### src/rtl/task_sched_pkg.sv
// Shared types for the ready-set scheduler and next_task_handler.
// Build option: define TASK_SCHED_STATS_EN to get a live switch_count counter.
package task_sched_pkg;

  localparam int DEF_NUM_TASKS  = 16;
  localparam int DEF_PRIO_WIDTH = 4;
  localparam int DEF_ID_WIDTH   = $clog2(DEF_NUM_TASKS);

  typedef logic [DEF_ID_WIDTH-1:0]   task_id_t;
  typedef logic [DEF_PRIO_WIDTH-1:0] task_prio_t;

  typedef enum logic [1:0] {
    ST_IDLE  = 2'd0,
    ST_SCAN  = 2'd1,
    ST_OFFER = 2'd2
  } sched_state_t;

endpackage

### src/rtl/task_prio_table.sv
// Per-task priority register file: one write port, two combinational read
// ports (scan index and running task).
module task_prio_table
  import task_sched_pkg::*;
#(
  parameter  int NUM_TASKS  = DEF_NUM_TASKS,
  parameter  int PRIO_WIDTH = DEF_PRIO_WIDTH,
  localparam int ID_WIDTH   = $clog2(NUM_TASKS)
) (
  input  logic                  clk,
  input  logic                  rst,
  input  logic                  we,
  input  logic [ID_WIDTH-1:0]   wr_id,
  input  logic [PRIO_WIDTH-1:0] wr_prio,
  input  logic [ID_WIDTH-1:0]   rd0_id,
  output logic [PRIO_WIDTH-1:0] rd0_prio,
  input  logic [ID_WIDTH-1:0]   rd1_id,
  output logic [PRIO_WIDTH-1:0] rd1_prio
);

  logic [PRIO_WIDTH-1:0] prio [NUM_TASKS];

  // Table write; IDs beyond NUM_TASKS-1 are ignored
  always_ff @(posedge clk) begin
    if (rst) begin
      for (int unsigned i = 0; i < NUM_TASKS; i++) prio[i] <= '0;
    end else begin
      for (int unsigned i = 0; i < NUM_TASKS; i++)
        if (we && wr_id == ID_WIDTH'(i)) prio[i] <= wr_prio;
    end
  end

  // Two independent read ports; out-of-range IDs read as priority 0
  always_comb begin
    rd0_prio = '0;
    rd1_prio = '0;
    for (int unsigned i = 0; i < NUM_TASKS; i++) begin
      if (rd0_id == ID_WIDTH'(i)) rd0_prio = prio[i];
      if (rd1_id == ID_WIDTH'(i)) rd1_prio = prio[i];
    end
  end

endmodule

### src/rtl/task_ready_scheduler.sv
// Ready-set scheduler: serial scan for the highest-priority ready task and
// preemption offer to next_task_handler over valid/ready.
// Build option: TASK_SCHED_STATS_EN enables the 32-bit switch_count counter;
// without it switch_count is tied to zero.
module task_ready_scheduler
  import task_sched_pkg::*;
#(
  parameter  int NUM_TASKS  = DEF_NUM_TASKS,
  parameter  int PRIO_WIDTH = DEF_PRIO_WIDTH,
  localparam int ID_WIDTH   = $clog2(NUM_TASKS)
) (
  input  logic                  ACLK,
  input  logic                  ARESET,
  input  logic                  cfg_we,
  input  logic [ID_WIDTH-1:0]   cfg_task_id,
  input  logic [PRIO_WIDTH-1:0] cfg_prio,
  input  logic                  activate_valid,
  input  logic [ID_WIDTH-1:0]   activate_task_id,
  input  logic                  suspend_valid,
  input  logic [ID_WIDTH-1:0]   suspend_task_id,
  output logic                  next_valid,
  output logic [ID_WIDTH-1:0]   next_task_id,
  input  logic                  next_ready,
  output logic                  cur_valid,
  output logic [ID_WIDTH-1:0]   cur_task_id,
  output logic                  idle,
  output logic [31:0]           switch_count
);

  sched_state_t          state;
  logic [NUM_TASKS-1:0]  ready, ready_nxt;
  logic                  dirty, any_event, handshake;
  logic [ID_WIDTH-1:0]   scan_idx, best_id, cand_id;
  logic [PRIO_WIDTH-1:0] best_prio, cand_prio, scan_prio, cur_prio;
  logic                  best_found, cand_found, scan_ready, take, preempt;

  task_prio_table #(.NUM_TASKS(NUM_TASKS), .PRIO_WIDTH(PRIO_WIDTH)) u_prio (
    .clk(ACLK), .rst(ARESET),
    .we(cfg_we), .wr_id(cfg_task_id), .wr_prio(cfg_prio),
    .rd0_id(scan_idx), .rd0_prio(scan_prio),
    .rd1_id(cur_task_id), .rd1_prio(cur_prio)
  );

  assign any_event = cfg_we | activate_valid | suspend_valid;
  assign handshake = next_valid & next_ready;

  // Next ready set: activate first, then suspend so suspend wins on the same ID
  always_comb begin
    ready_nxt = ready;
    for (int unsigned i = 0; i < NUM_TASKS; i++)
      if (activate_valid && activate_task_id == ID_WIDTH'(i)) ready_nxt[i] = 1'b1;
    for (int unsigned i = 0; i < NUM_TASKS; i++)
      if (suspend_valid && suspend_task_id == ID_WIDTH'(i)) ready_nxt[i] = 1'b0;
  end

  // Best-so-far including the slot under the scan index; strict > keeps lowest ID on ties
  always_comb begin
    scan_ready = 1'b0;
    for (int unsigned i = 0; i < NUM_TASKS; i++)
      if (scan_idx == ID_WIDTH'(i)) scan_ready = ready[i];
    take       = scan_ready && (!best_found || scan_prio > best_prio);
    cand_found = best_found | take;
    cand_id    = take ? scan_idx  : best_id;
    cand_prio  = take ? scan_prio : best_prio;
    preempt    = cand_found &&
                 (!cur_valid || (cand_id != cur_task_id && cand_prio > cur_prio));
  end

  // Scheduler FSM, ready set, running-task record and registered outputs
  always_ff @(posedge ACLK) begin
    if (ARESET) begin
      state        <= ST_IDLE;
      ready        <= '0;
      dirty        <= 1'b0;
      scan_idx     <= '0;
      best_id      <= '0;
      best_prio    <= '0;
      best_found   <= 1'b0;
      next_valid   <= 1'b0;
      next_task_id <= '0;
      cur_valid    <= 1'b0;
      cur_task_id  <= '0;
      idle         <= 1'b1;
    end else begin
      ready <= ready_nxt;
      idle  <= ~|ready;

      if (handshake) begin
        cur_valid   <= 1'b1;
        cur_task_id <= next_task_id;
      end else if (suspend_valid && cur_valid && suspend_task_id == cur_task_id) begin
        cur_valid <= 1'b0;
      end

      case (state)
        ST_IDLE: begin
          if (dirty) begin
            dirty      <= 1'b0;
            scan_idx   <= '0;
            best_id    <= '0;
            best_prio  <= '0;
            best_found <= 1'b0;
            state      <= ST_SCAN;
          end
        end
        ST_SCAN: begin
          best_id    <= cand_id;
          best_prio  <= cand_prio;
          best_found <= cand_found;
          if (scan_idx == ID_WIDTH'(NUM_TASKS - 1)) begin
            if (preempt) begin
              next_valid   <= 1'b1;
              next_task_id <= cand_id;
              state        <= ST_OFFER;
            end else begin
              state <= ST_IDLE;
            end
          end else begin
            scan_idx <= scan_idx + ID_WIDTH'(1);
          end
        end
        ST_OFFER: begin
          if (next_ready) begin
            next_valid <= 1'b0;
            state      <= ST_IDLE;
          end
        end
        default: state <= ST_IDLE;
      endcase

      // Placed after the case so a same-cycle event overrides the clear in IDLE
      if (any_event) dirty <= 1'b1;
    end
  end

`ifdef TASK_SCHED_STATS_EN
  // Accepted-handshake counter, wraps naturally at 32 bits
  always_ff @(posedge ACLK) begin
    if (ARESET)         switch_count <= '0;
    else if (handshake) switch_count <= switch_count + 32'd1;
  end
`else
  assign switch_count = '0;
`endif

endmodule

### config.mk
export PLATFORM = sky130hd
export DESIGN_NAME = task_ready_scheduler
export DESIGN_NICKNAME = d
export VERILOG_FILES = /design/src/rtl/task_sched_pkg.sv /design/src/rtl/task_prio_table.sv /design/src/rtl/task_ready_scheduler.sv
export SDC_FILE = /design/constraint.sdc
export NUM_CORES = 1
export LEC_CHECK = 0
export CAP_MARGIN = 10
export CELL_PAD_IN_SITES_DETAIL_PLACEMENT = 1
export CELL_PAD_IN_SITES_GLOBAL_PLACEMENT = 1
export CORE_MARGIN = 1
export CORE_UTILIZATION = 49
export CTS_BUF_LIST = sky130_fd_sc_hd__clkbuf_4 sky130_fd_sc_hd__clkbuf_8
export DETAILED_ROUTE_END_ITERATION = 10
export PLACE_DENSITY_LB_ADDON = 0.1
export SYNTH_ARGS = -nofsm -noshare
export SYNTH_HDL_FRONTEND = slang
export SYNTH_SLANG_ARGS = --single-unit
### constraint.sdc
create_clock -name ACLK -period 12.21 [get_ports ACLK]
set_input_delay 2.442 -clock ACLK [delete_from_list [all_inputs] [get_ports ACLK]]
set_output_delay 2.442 -clock ACLK [all_outputs]
set_load 0.05 [all_outputs]
==> metrics, run 1 <==
number of hold buffers added after CTS 0; launching element of the worst setup path scan_idx[1]; effective utilization at floorplan 50.5%; post-route cell area 6880 um^2; net switching power figure 0.227 mW; CTS tree built; core area 12700 um^2; Reg2Reg Setup Slack 6.01 ns; relative slew slack 39.2%; buffer and inverter count on the worst path 2; met1 track utilization from global routing 40.1%; n_diodes 0; area of the mapped netlist 6400 um^2; buffer count from post-CTS setup fixing 0; RSZ-0062 raised after global routing no; boundary pin count 65; distinct cell type count after synthesis 63; vias in the first global route 5309; CP arrival 6.50 ns; Worst Hold Depth 2; WL/cell 21.1 um; fraction of power consumed by the clock network 29.5%; router iterations before antenna repair 5; number of clock buffers inserted by TritonCTS 9; average cell area after synthesis 9.22 um^2; top achievable clock speed 0.161 GHz; row count 41; R2R depth 25; port bufs 32; Crit. End Element flip-flop; delay-heaviest family, CP compound AO/OA/AOI/OAI gates; CTS Root Buffer Type sky130_fd_sc_hd__clkbuf_8; worst flop-to-flop path startpoint scan_idx[1]; total die area 13500 um^2; source-to-sink clock delay at the later pin of the worst-skew pair 0.40 ns; number of nets still failing antenna checks after routing 0; R2R Path End next_task_id[2]; Post-synth top flop sky130_fd_sc_hd__edfxtp_1; antenna violations before repair 0; total gr overflow 0; Sequential Power Share 54.8%; number of slew-limit violations in the final report 0; sequential cell area fraction in the yosys report 43.5%; vias after detailed routing 5356; switching fraction of total power 29.8%; worst setup path category flip-flop to flip-flop; required time at the worst-slack endpoint 12.51 ns; final number of setup-violating endpoints 0; total routing resource utilization after global routing 29.0%; GR peak layer met2; die width 116 um; Slowest cell on crit path sky130_fd_sc_hd__nor2b_1; post-synthesis compound-gate area fraction 21.0%; count of instances resized after the clock tree is built 0; mean number of vias per cell 6.12; launch instance of the worst min-delay path best_found; Least-Margin Pin Slew 0.911 ns; Placed Instance Area 6690 um^2; Synthesis Warnings 0; startpoint types flip-flop; largest family of logic cells by synthesized area compound AO/OA/AOI/OAI gates; parity-gate share of the synthesized area counting xor and xnor cells 0.822%; share of cells above drive strength 1 6.97%; synthesis-to-layout area growth 7.61%; ratio of final minimum period to clock period 50.8%; max cap viols 0; clk slew on worst S/H paths 0.10 ns; M3 GR Usage 4.98%; Comb power frac 15.7%; Gate Count Post-Synth 694; final weighted congestion of routability-driven global placement 0.892; minimum clock period after layout 6.20 ns; H-tree Lvls 3; Final Hold Vio Count 0; largest clock skew in the final design 0.0103 ns; die extent in y 116 um; number of enable-type register cells in the synthesized netlist 64; simple logic cell fraction of the synthesized area 17.8%; standby leakage power 2.32 nW; met2 track demand over resource in global routing 46.1%; maximum number of pins on one net before global-route repair 46; FF+latch count, synth 107; CP max stage delay 0.64 ns; Detail Placement HPWL 13600 um; highest fanout seen on the critical path 18; wire length of the first global-routing pass 29400 um; adder-cell share of the synthesized area 2.35%; setup total negative slack 0 ns; Max clock buf depth 2; layout net count 732; power density over cell area 111 nW/um^2; DRC Markers 0; routed wire length 18500 um; TritonCTS Sinks 107; multiplexer share of the synthesized area 6.10%; Starting DRT DRC Count 641; Pint 0.535 mW; worst ir drop on vdd 0.0852 mV; WHS Endpoint best_found; kind of path behind the tightest hold check flip-flop to flip-flop; Async S/R FF share, synth 0%; run status finished, final reports clean
## worst max-delay path by stage
| stage | depth (start not counted) | to | slack (ns) |
|---|---|---|---|
| floorplan | 30 | next_task_id[0] | 6.92 |
| global placement | 25 | next_task_id[0] | 6.41 |
| detailed placement | 25 | next_task_id[0] | 6.08 |
| CTS | 25 | next_task_id[0] | 6.02 |
| global route | 25 | next_task_id[1] | 5.45 |
| finish | 25 | next_task_id[2] | 6.01 |
## power groups by stage
stage | clock network (mW) | logic [mW] | registers [mW]
5_1_grt | 0.238 | 0.131 | 0.419
6_report | 0.225 | 0.119 | 0.417
3_3_place_gp | 0 | 0.114 | 0.424
4_1_cts | 0.226 | 0.119 | 0.417
2_1_floorplan | 0 | 0.0961 | 0.417
3_5_place_dp | 0 | 0.118 | 0.425
## tightest hold or removal path: cells and delay by family (launching register included)
family | cells | cell delay, ns
compound gates | 1 | 0.05
simple gates | 1 | 0.06
flops | 1 | 0.34
## synth_stat cells (all sizes together) (4+ instances only)
| master | number | area (um^2) |
|---|---|---|
| a22oi | 13 | 97.6 |
| dfxtp | 43 | 861 |
| buf | 37 | 260 |
| nor2b | 23 | 144 |
| nand4 | 5 | 31.3 |
| nand2 | 51 | 199 |
| o21ai | 29 | 145 |
| and3 | 4 | 25.0 |
| a31oi | 9 | 56.3 |
| nand3b | 4 | 30.0 |
| nor3 | 7 | 35.0 |
| clkbuf | 40 | 150 |
| xor2 | 4 | 35.0 |
| a21oi | 60 | 300 |
| o22ai | 9 | 56.3 |
| nor4 | 6 | 37.5 |
| a21o | 6 | 45.0 |
| mux4 | 11 | 248 |
| ha | 12 | 150 |
| a211oi | 22 | 183 |
| nand3 | 18 | 90.1 |
| nor3b | 5 | 37.5 |
| nor2 | 84 | 315 |
| edfxtp | 64 | 1920 |
| a2111oi | 6 | 52.6 |
| a311oi | 5 | 43.8 |
| nand2b | 23 | 144 |
| a22o | 4 | 35.0 |
| a221oi | 11 | 121 |
| mux2 | 7 | 82.6 |
| mux2i | 6 | 60.1 |
| o221ai | 4 | 35.0 |
| inv | 32 | 120 |
## cells in the final DEF, fill, tap and decap left out, types with 4 or more instances in the layout
cell	synthesis	routed
sky130_fd_sc_hd__a221oi_1	7	7
sky130_fd_sc_hd__a31oi_1	9	9
sky130_fd_sc_hd__clkbuf_8	0	9
sky130_fd_sc_hd__o221ai_1	4	4
sky130_fd_sc_hd__a21oi_1	60	60
sky130_fd_sc_hd__mux4_2	11	11
sky130_fd_sc_hd__buf_4	32	7
sky130_fd_sc_hd__nor3_1	7	7
sky130_fd_sc_hd__edfxtp_1	64	64
sky130_fd_sc_hd__a22o_1	4	4
sky130_fd_sc_hd__mux2i_1	6	6
sky130_fd_sc_hd__nor3b_1	5	5
sky130_fd_sc_hd__dfxtp_1	43	43
sky130_fd_sc_hd__a22oi_1	13	13
sky130_fd_sc_hd__nand2_1	50	50
sky130_fd_sc_hd__a221oi_2	4	4
sky130_fd_sc_hd__mux2_2	4	4
sky130_fd_sc_hd__and3_1	4	4
sky130_fd_sc_hd__a2111oi_0	6	6
sky130_fd_sc_hd__nand3_1	18	18
sky130_fd_sc_hd__nand2b_1	23	23
sky130_fd_sc_hd__o22ai_1	9	9
sky130_fd_sc_hd__nand3b_1	4	4
sky130_fd_sc_hd__inv_1	32	32
sky130_fd_sc_hd__a21o_1	6	6
sky130_fd_sc_hd__xor2_1	4	4
sky130_fd_sc_hd__nor4_1	6	6
sky130_fd_sc_hd__conb_1	1	32
sky130_fd_sc_hd__ha_1	12	12
sky130_fd_sc_hd__nand4_1	5	5
sky130_fd_sc_hd__clkdlybuf4s50_1	0	31
sky130_fd_sc_hd__nor2_1	84	84
sky130_fd_sc_hd__a211oi_1	20	20
sky130_fd_sc_hd__a311oi_1	5	5
sky130_fd_sc_hd__o21ai_0	28	28
sky130_fd_sc_hd__nor2b_1	23	23
## metal layers
metal	vias to the layer above	part of all wire, %
li1	2481	-
met1	2661	46
met2	191	47
met3	23	5.9
met4	0	1.6
met5	-	0
## final cells by class
class	instances	area (um^2)
clock inverter	7	73.8
sequential	107	2780
inverter	32	120
fill	1486	5790
clock buffer	9	124
timing repair buffer	39	368
tap	172	215
multi-input combinational	509	3200
## registers in the layout, indices dropped and copies added (netlist names)
register,cells
u_prio.prio,64
ready,16
best_id,4
cur_valid,1
next_valid,1
state,2
scan_idx,4
best_found,1
cur_task_id,4
best_prio,4
next_task_id,4
idle,1
dirty,1
## logic make-up after synthesis
kind of cell / after synthesis
compound gates: 198
xor+xnor: 6
fa+ha+maj: 12
buf+inv: 109
flops: 107
mux: 24
other cells: 1
simple gates: 237
## per-stage QoR
stage               setup slack, ns  hold WS, ns  power [mW]  utilization (%)  instances
detailed placement             6.08        0.474       0.543             52.8        859
global route                   5.45        0.520       0.788             54.3        875
global placement               6.41        0.469       0.538             52.8        859
CTS                            6.02        0.486       0.762             54.3        875
floorplan                      6.92        0.445       0.513                -        725
finish                         6.01        0.492       0.762             54.3        875
(Power assumes the default switching activity.)
==> inputs of run 2 (changes only) <==
--- a/config.mk
+++ b/config.mk
@@ -9,7 +9,7 @@
 export CELL_PAD_IN_SITES_DETAIL_PLACEMENT = 1
 export CELL_PAD_IN_SITES_GLOBAL_PLACEMENT = 1
 export CORE_MARGIN = 1
-export CORE_UTILIZATION = 49
+export CORE_UTILIZATION = 46
 export CTS_BUF_LIST = sky130_fd_sc_hd__clkbuf_4 sky130_fd_sc_hd__clkbuf_8
 export DETAILED_ROUTE_END_ITERATION = 10
 export PLACE_DENSITY_LB_ADDON = 0.1
==> constraint.sdc (replaced) <==
create_clock -name ACLK -period 6.3 [get_ports ACLK]
set_input_delay 1.26 -clock ACLK [delete_from_list [all_inputs] [get_ports ACLK]]
set_output_delay 1.26 -clock ACLK [all_outputs]
set_load 0.05 [all_outputs]
==> run 2 against run 1 <==
Effect of this change: register-to-register slack got worse by 5.6 ns; wire length increased by 2.3%; non-clock buffer count increased by 5; global-route usage decreased by 1.6 points; cell area increased by 0.60%; sequential power increased by 94%; via count about the same; utilization decreased by 2.6 points; worst setup slack got worse by 5.6 ns; clock power increased by 90%; sequential share of layout area decreased by 0.24 points.
==> metrics, run 2 (synthesis gave the netlist of run 1 again) <==
run status finished, final reports clean; H-tree Lvls 3 (unchanged); launch instance of the worst min-delay path next_task_id[1]; router iterations before antenna repair 5 (unchanged); Starting DRT DRC Count 495 (-23%); Placed Instance Area 6730 um^2 (+0.64%); source-to-sink clock delay at the later pin of the worst-skew pair 0.40 ns (about the same); die extent in y 120 um (+3.2%); delay-heaviest family, CP compound AO/OA/AOI/OAI gates; number of hold buffers added after CTS 0 (unchanged); number of nets still failing antenna checks after routing 0 (unchanged); port bufs 32 (unchanged); Place WS 0.336 ns (-5.74 ns); TritonCTS Sinks 107 (unchanged); max FFs per register 64 (unchanged); WHS Endpoint next_task_id[1]; CP arrival 6.19 ns (-0.31 ns); die width 120 um (+3.2%); largest clock skew in the final design 0.0176 ns (+0.00736 ns); Least-Margin Pin Slew 0.869 ns (-0.0412 ns); n_diodes 0 (unchanged); highest fanout seen on the critical path 22 (+4); worst setup path category flip-flop to flip-flop; Regs by FF count u_prio.prio: 64 flops, ready: 16 flops; post-route cell area 6920 um^2 (+0.60%); CTS tree built; core area 13400 um^2 (+5.8%); row count 42 (+2.4%); power density over cell area 213 nW/um^2 (+92%); leading cell type in the layout, fill and taps excluded sky130_fd_sc_hd__nor2_1; final number of setup-violating endpoints 0 (unchanged); DRC Markers 0 (unchanged); Final Hold Vio Count 0 (unchanged); kind of path behind the tightest hold check flip-flop to flip-flop; routed wire length 18900 um (+2.3%); mean number of vias per cell 6.06 (-1.1%); largest reg by FF count u_prio.prio; worst flop-to-flop path startpoint scan_idx[1]; Cell Count, Final, Fillers Out 884 (+1.0%); total die area 14400 um^2 (+6.4%); top achievable clock speed 0.170 GHz (+5.5%); share of cells above drive strength 1 7.91% (+0.94 points); vias in the first global route 5378 (+1.3%); ratio of final minimum period to clock period 93.3% (+43 points); required time at the worst-slack endpoint 6.61 ns (-5.90 ns); total routing resource utilization after global routing 27.4% (-1.6 points); hold slack 0.497 ns (+0.00521 ns); effective utilization at floorplan 47.7% (-2.7 points); max cap viols 0 (unchanged); clk slew on worst S/H paths 0.11 ns (about the same); boundary pin count 65 (unchanged); final weighted congestion of routability-driven global placement 0.870 (-2.5%); relative slew slack 42.0% (+2.7 points); minimum clock period after layout 5.88 ns (-0.321 ns); Reg2Reg Setup Slack 0.42 ns (-5.59 ns); commonest cells after routing, fill and taps aside 84 x sky130_fd_sc_hd__nor2_1, 64 x sky130_fd_sc_hd__edfxtp_1, 60 x sky130_fd_sc_hd__a21oi_1, 50 x sky130_fd_sc_hd__nand2_1, 43 x sky130_fd_sc_hd__dfxtp_1; synthesis-to-layout area growth 8.26%; wire length of the first global-routing pass 29600 um (+0.70%); CP max stage delay 0.75 ns (+0.11 ns); standby leakage power 2.36 nW (+1.9%); worst ir drop on vdd 0.147 mV (+72%); number of clock buffers inserted by TritonCTS 9 (unchanged); Slowest cell on crit path sky130_fd_sc_hd__ha_1; vias after detailed routing 5354 (-0.037%); layout net count 737 (+0.68%); CTS Root Buffer Type sky130_fd_sc_hd__clkbuf_8; total gr overflow 0 (unchanged); number of slew-limit violations in the final report 0 (unchanged); Design Power 1.47 mW (+94%); Detail Placement HPWL 13900 um (+1.8%); final worst slack 0.424 ns (-5.59 ns); Core Util, Final 51.7% (-2.6 points); WL/cell 21.4 um (+1.2%); count of instances resized after the clock tree is built 0 (unchanged); Worst Hold Depth 2 (unchanged); buffer count from post-CTS setup fixing 0 (unchanged); setup total negative slack 0 ns (unchanged); maximum number of pins on one net before global-route repair 64 (+39%); R2R depth 23 (-8.0%); crit-path cells ha_1 -> a221oi_1 -> a2111oi_0 -> a21oi_1 -> o211ai_1 -> a22oi_1 -> nor2_1 -> ha_1 -> o21ai_0 -> a21oi_1 -> o21ai_0 -> nand2_1 -> nand2_4 -> mux2_2 -> ha_1 -> o21a_1 -> o21a_1 -> o21ai_0 -> o2bb2ai_1 -> nor3_1 -> inv_1 -> a21o_1 -> a221oi_2; R2R Path End next_task_id[0]; antenna violations before repair 0 (unchanged); startpoint types flip-flop; buffer and inverter count on the worst path 1 (-1); placed cell count 868 (+1.0%); # fillers 1555 (+4.6%); Crit. End Element flip-flop; Max clock buf depth 2 (unchanged)
[run 2: changes by cell type in the layout (fill, tap and decap cells not counted), sizes merged]
cell,previous run,this run
clkbuf,9,10
buf,8,13
clkinv,1,2
clkinvlp,3,0
inv,34,36
bufinv,1,0
[run 2: layout make-up]
| class | instances | area [um^2] | share of cell area (%) |
|---|---|---|---|
| well taps | 176 | 220 | 3.18 |
| clock buffers | 10 | 131 | 1.90 |
| clock inverters | 6 | 57.6 | 0.831 |
| flip-flops and latches | 107 | 2780 | 40.2 |
| inverters | 32 | 120 | 1.73 |
| multi-input cells | 509 | 3210 | 46.3 |
| repair buffers | 44 | 405 | 5.85 |
[run 2: worst reg2reg max path, cell delays in order (launching register included)]
cell and delay [ns]:
sky130_fd_sc_hd__dfxtp_1 0.48, sky130_fd_sc_hd__ha_1 0.75, sky130_fd_sc_hd__a221oi_1 0.14, sky130_fd_sc_hd__a2111oi_0 0.47, sky130_fd_sc_hd__a21oi_1 0.08, sky130_fd_sc_hd__o211ai_1 0.19
sky130_fd_sc_hd__a22oi_1 0.09, sky130_fd_sc_hd__nor2_1 0.25, sky130_fd_sc_hd__ha_1 0.30, sky130_fd_sc_hd__o21ai_0 0.26, sky130_fd_sc_hd__a21oi_1 0.07, sky130_fd_sc_hd__o21ai_0 0.16
sky130_fd_sc_hd__nand2_1 0.16, sky130_fd_sc_hd__nand2_4 0.22, sky130_fd_sc_hd__mux2_2 0.36, sky130_fd_sc_hd__ha_1 0.30, sky130_fd_sc_hd__o21a_1 0.12, sky130_fd_sc_hd__o21a_1 0.11
sky130_fd_sc_hd__o21ai_0 0.10, sky130_fd_sc_hd__o2bb2ai_1 0.15, sky130_fd_sc_hd__nor3_1 0.31, sky130_fd_sc_hd__inv_1 0.15, sky130_fd_sc_hd__a21o_1 0.27, sky130_fd_sc_hd__a221oi_2 0.29
[run 2: how the worst max path moves through the flow]
stage	startpoint	endpoint	slack (ns)	depth (start not counted)
finish	scan_idx[1]	next_task_id[0]	0.42	23
global route	scan_idx[0]	next_task_id[0]	-0.02	24
CTS	scan_idx[1]	next_task_id[0]	0.21	25
detailed placement	scan_idx[1]	next_task_id[0]	0.34	25
global placement	scan_idx[1]	next_task_id[1]	0.74	27
floorplan	scan_idx[1]	next_task_id[0]	1.01	30
[run 2: metal layers]
metal	routed length, um	GRT usage (%)	share of wire [%]
met1	8330	37.6	44
met2	8790	42.8	47
met3	1370	4.66	7.3
met4	402	10.9	2.1
met5	0	0	0
[run 2: power by group]
part	switching (mW)	internal [mW]	total, mW
Clock	0.269	0.158	0.428
Sequential	0.0297	0.777	0.807
Combinational	0.164	0.0761	0.240
